File: config.mk
export PLATFORM = sky130hd
export DESIGN_NAME = spi_cmd_arbiter
export DESIGN_NICKNAME = d
export VERILOG_FILES = /design/src/rtl/spi_cmd_arbiter.sv
export SDC_FILE = /design/constraint.sdc
export NUM_CORES = 1
export LEC_CHECK = 0
export ABC_CLOCK_PERIOD_IN_PS = 2700
export BUFFER_PORTS_ARGS = -buffer_cell sky130_fd_sc_hd__buf_2
export CORE_ASPECT_RATIO = 1.1
export CORE_MARGIN = 3
export CORE_UTILIZATION = 45
export DETAILED_ROUTE_END_ITERATION = 10
export PLACE_DENSITY_LB_ADDON = 0.15
export SYNTH_ARGS = -nofsm -noshare
export SYNTH_HDL_FRONTEND = slang
export SYNTH_SLANG_ARGS = --single-unit
export TNS_END_PERCENT = 50
File: constraint.sdc
create_clock -name clk -period 2.7 [get_ports clk]
set_clock_uncertainty 0.2 [all_clocks]
set_input_delay 0.54 -clock clk [delete_from_list [all_inputs] [get_ports clk]]
set_output_delay 0.54 -clock clk [all_outputs]
set_load 0.01 [all_outputs]
File: src/rtl/spi_cmd_arbiter.sv
// Round-robin arbiter that lets three requesters share one SPI frame engine.
// One transaction at a time: IDLE -> START -> BUSY -> DONE, with a BUSY watchdog.
module spi_cmd_arbiter #(
    parameter logic [15:0] TIMEOUT_CYC = 16'd50000
) (
    input  logic        clk,
    input  logic        rst,
    input  logic [2:0]  req,
    input  logic [23:0] req_cmd,
    input  logic [47:0] req_addr,
    input  logic [47:0] req_len,
    input  logic [23:0] req_dat,
    output logic [2:0]  gnt,
    output logic [2:0]  done,
    output logic        err,
    output logic [2:0]  rdreq_o,
    output logic [2:0]  den_o,
    output logic [7:0]  dout,
    output logic        o_start,
    output logic [7:0]  o_cmd,
    output logic [15:0] o_addr,
    output logic [15:0] o_length,
    output logic [7:0]  o_dat,
    input  logic        rdreq,
    input  logic        den,
    input  logic [7:0]  din,
    input  logic        wrend,
    output logic [1:0]  fsm_state
);

    typedef enum logic [1:0] {
        IDLE  = 2'd0,
        START = 2'd1,
        BUSY  = 2'd2,
        DONE  = 2'd3
    } state_t;

    state_t      state, state_nxt;
    logic [1:0]  sel, last, pick;
    logic [1:0]  cand0, cand1;
    logic [15:0] cnt;
    logic        to_flag;
    logic        to_hit;
    logic [7:0]  cmd_q;
    logic [15:0] addr_q, len_q;

    logic [7:0]  cmd_a  [3];
    logic [15:0] addr_a [3];
    logic [15:0] len_a  [3];
    logic [7:0]  dat_a  [3];

    always_comb begin
        for (int i = 0; i < 3; i++) begin
            cmd_a[i]  = req_cmd[8*i +: 8];
            addr_a[i] = req_addr[16*i +: 16];
            len_a[i]  = req_len[16*i +: 16];
            dat_a[i]  = req_dat[8*i +: 8];
        end
    end

    // Search order starts one past the last served requester, wrapping mod 3.
    always_comb begin
        cand0 = (last == 2'd2) ? 2'd0 : last + 2'd1;
        cand1 = (cand0 == 2'd2) ? 2'd0 : cand0 + 2'd1;
        if (req[cand0])      pick = cand0;
        else if (req[cand1]) pick = cand1;
        else                 pick = last;
    end

    assign to_hit = (cnt == TIMEOUT_CYC - 16'd1);

    always_comb begin
        state_nxt = state;
        case (state)
            IDLE:    if (|req) state_nxt = START;
            START:   state_nxt = BUSY;
            BUSY:    if (wrend || to_hit) state_nxt = DONE;
            DONE:    state_nxt = IDLE;
            default: state_nxt = IDLE;
        endcase
    end

    always_ff @(posedge clk or posedge rst) begin
        if (rst) begin
            state   <= IDLE;
            last    <= 2'd2;
            sel     <= 2'd0;
            cnt     <= 16'd0;
            to_flag <= 1'b0;
            cmd_q   <= 8'd0;
            addr_q  <= 16'd0;
            len_q   <= 16'd0;
        end else begin
            state <= state_nxt;
            case (state)
                IDLE: begin
                    if (|req) begin
                        sel    <= pick;
                        cmd_q  <= cmd_a[pick];
                        addr_q <= addr_a[pick];
                        len_q  <= len_a[pick];
                    end
                    to_flag <= 1'b0;
                end
                START: cnt <= 16'd0;
                BUSY: begin
                    cnt <= cnt + 16'd1;
                    // wrend on the watchdog's final cycle still counts as a clean finish
                    if (to_hit && !wrend) to_flag <= 1'b1;
                end
                DONE: begin
                    last    <= sel;
                    to_flag <= 1'b0;
                end
                default: ;
            endcase
        end
    end

    always_comb begin
        gnt      = 3'b000;
        done     = 3'b000;
        err      = 1'b0;
        rdreq_o  = 3'b000;
        den_o    = 3'b000;
        o_start  = 1'b0;
        o_cmd    = 8'd0;
        o_addr   = 16'd0;
        o_length = 16'd0;
        o_dat    = 8'd0;
        case (state)
            START: begin
                gnt[sel] = 1'b1;
                o_start  = 1'b1;
                o_cmd    = cmd_q;
                o_addr   = addr_q;
                o_length = len_q;
            end
            BUSY: begin
                gnt[sel]     = 1'b1;
                o_cmd        = cmd_q;
                o_addr       = addr_q;
                o_length     = len_q;
                o_dat        = dat_a[sel];
                rdreq_o[sel] = rdreq;
                den_o[sel]   = den;
            end
            DONE: begin
                gnt[sel]  = 1'b1;
                done[sel] = 1'b1;
                err       = to_flag;
            end
            default: ;
        endcase
    end

    assign dout      = din;
    assign fsm_state = state;

endmodule
==> impl_metrics.json <==
{
  "status": "finished, final reports clean",
  "timing.final.max_slew_violations": 0,
  "tns_ns": 0,
  "buffer_ports.inserted": 215,
  "cts_hold_buffers_added": 0,
  "cap_viol_max_count": 0,
  "p_per_area_nw_per_um2": 1050,
  "area.sequential_sq_um": 1580,
  "timing.critical_path.to_type": "primary output",
  "path_clk_slew_ns": 0.07,
  "chipHeight_microns": 105,
  "synthesis.area_per_instance_sq_um": 9.55,
  "io_pins": 232,
  "synth.cell_area_sq_um": 4000,
  "die_area_sq_um": 10100,
  "synthesis.instances": 419,
  "switching_power_uw": 2440,
  "timing.hold.worst.class": "in -> async",
  "clock_power_share_pct": 15.5,
  "initial_antenna_violation_count": 1,
  "final_antenna_net_count": 0,
  "number_of_drc_markers_in_iteration_0": 202,
  "worstSkewPairLatency_ns": 0.33,
  "final_min_period_over_clock_period_pct": 94.9,
  "drt_pass1_iterations": 4,
  "numClockSinks": 63,
  "sw_share_pct": 43.1,
  "via_count_of_the_first_global_routing_pass": 3999,
  "cp.arrival_ns": 1.82,
  "areaGrowthSynthToFinish_pct": 34.9,
  "async_s_r_ff_share_synth_pct": 100,
  "drt_wl_total_microns": 12100,
  "nFillCells": 764,
  "timing.critical_path.cells": "inv_1 > ha_1 > buf_12 > and2_1 > buf_2",
  "synthDominantAreaCellType": "dfrtp_1",
  "syn_nets": 585,
  "met3_wirelength_microns": 853,
  "r2r_start": "last[1]",
  "cts_root_buf": "clkbuf_8",
  "routedLengthMet1_microns": 4760,
  "post-synth-top-area-fraction_pct": 38.8,
  "critPathMaxFanout": 35,
  "cp_slowest_cell": "ha_1",
  "power.ir.vdd_worst_mv": 0.526,
  "layout.cells.most_common": "buf_2",
  "ys.flop_type": "dfrtp_1",
  "place.gp.congestion": 0.836,
  "layout.cells.most_common_list": "215 x buf_2, 62 x dfrtp_1, 50 x mux2i_1, 50 x and2_1, 45 x o21ai_0",
  "synthesis_warnings": 0,
  "wl_met2_microns": 6220,
  "synth.ff_latch_count": 63,
  "clock_tree.buffer_depth": 2,
  "post_synth_edffs": 0,
  "min_period_ns": 2.56,
  "wire_length_of_the_first_global_routing_pass_microns": 19200,
  "worst_ep_required_time_ns": 1.96,
  "cp_slowest_stage_delay_ns": 0.44,
  "clock.fmax_mhz": 390,
  "final-hold-violation-count": 0,
  "cts-htree-levels": 3,
  "netlist_top_cells_area": "dfrtp_1 39%, mux2i_1 13%, a32oi_1 8.5%",
  "wl_per_cell_microns": 16.5,
  "timing.critical_path.from_type": "flop",
  "grt_start_max_net_pins": 41,
  "routed_via_density": 5.48,
  "ys_seq_area_share_pct": 39.4,
  "dr.max_layer_used": "met5",
  "r2r_cells": 4,
  "critical_path_class": "reg -> out",
  "tritoncts.num_buffers": 9,
  "post_synth_num_cell_types": 43,
  "cts_setup_buffers": 0,
  "place.detailed.instances": 720,
  "r2r-end": "len_q[9]",
  "cts_tree": "yes",
  "route.detailed.drc": 0,
  "grt_overflow": 0,
  "p_int_uw": 3220,
  "initial_core_util_pct": 47.1,
  "routed-via-count": 4032,
  "maxSlewHeadroom_pct": 54.0,
  "post_cts_resized": 0,
  "setup_repair_after_global_routing_missed_its_margin": "no",
  "setup.reg_to_reg.worst_slack_ns": 0.40,
  "chipWidth_microns": 95.9,
  "combinational_fraction_of_design_power_pct": 57.5,
  "static_leakage_uw": 0.00286,
  "antennaDiodeCount": 0,
  "multi_input_comb_area_sq_um": 2210,
  "setup-violations-final": 0,
  "power.sequential.fraction_pct": 27.0,
  "grtUsageTotal_pct": 24.2,
  "fraction_of_layout_cells_with_a_size_suffix_above_1_pct": 40.6,
  "worst-slew-pin-transition_ns": 0.688,
  "std_cell_rows": 35,
  "layout.nets": 786,
  "hpwlAfterDp_microns": 9120,
  "placeableCoreArea_sq_um": 8500,
  "layout.cells.non_filler": 736
}
-- flip-flops by register name, summed over array words and instances, names as in the netlist --
signal	count
cmd_q	8
fsm_state	2
last	2
addr_q	16
sel	2
len_q	16
to_flag	1
cnt	16
-- cells in the mapped netlist, drive strengths merged, types with 7 or more instances --
master and instances:
a32oi 39, and2 50, mux2i 50, nand2 17, o21ai 55, nor2 14
and3 7, clkbuf 28, dfrtp 62, inv 8, buf 13
-- per-layer routing --
layer,vias up,global-route usage (%)
met2,170,41.0
met1,1896,29.8
met3,24,4.90
met4,2,9.35
li1,1940,-
met5,-,0
-- through the flow --
stage | util (%) | hold WS, ns | power (uW) | cell area (sq um) | setup WS, ns
global route | 63.5 | 0.0881 | 6110 | 5400 | 0.0217
global placement | 61.1 | 0.269 | 4750 | 5190 | 0.414
floorplan | - | 0.250 | 3580 | 4000 | 0.392
detailed placement | 61.1 | 0.277 | 4820 | 5190 | 0.383
CTS | 63.5 | 0.0699 | 5720 | 5400 | 0.101
finish | 63.5 | 0.0510 | 5670 | 5400 | 0.137
-- logic make-up (layout without fill, tap and decap cells) --
group                      after synthesis  in the layout  synth area share [%]
and+or+nand+nor                        127            127                  18.4
AOI/OAI and AO/OA                      112            112                  19.0
DFF                                     63             63                  39.4
muxes                                   54             54                  13.6
buffers and inverters                   49            255                  5.88
xor gates and xnor gates                 8              8                  1.75
adders and majority gates                6              6                  1.88
-- worst max-delay path, delay by kind of cell (launching register included) --
family,cells,cell delay [ns]
adder cells (fa/ha/maj),1,0.44
buffers and inverters,3,0.45
flip-flops,1,0.39
AND/OR/NAND/NOR,1,0.19
-- power groups by stage --
stage          sequential [uW]  clock (uW)  combinational (uW)
3_3_place_gp              1520           0                3230
5_1_grt                   1570         942                3600
4_1_cts                   1530         895                3300
3_5_place_dp              1530           0                3290
6_report                  1530         881                3260
2_1_floorplan             1460           0                2120
-- cell type report --
class / count / share of cell area, %
well taps: 111 / 2.57
clock buffers: 12 / 2.50
flip-flops and latches: 63 / 29.2
repair buffers: 231 / 22.9
inverters: 8 / 0.556
clock inverters: 4 / 1.30
multi-input cells: 307 / 41.0
-- worst max path at each step --
stage / from / to / slack [ns] / cells after the start
detailed placement: req[0] / len_q[9] / 0.38 / 5
finish: fsm_state[0] / o_length[9] / 0.14 / 5
global route: sel[0] / o_dat[5] / 0.02 / 5
CTS: fsm_state[1] / o_length[9] / 0.10 / 5
global placement: req[0] / len_q[9] / 0.41 / 5
floorplan: rst / addr_q[0] / 0.39 / 1
No activity file was read; power rests on OpenSTA's default activity.
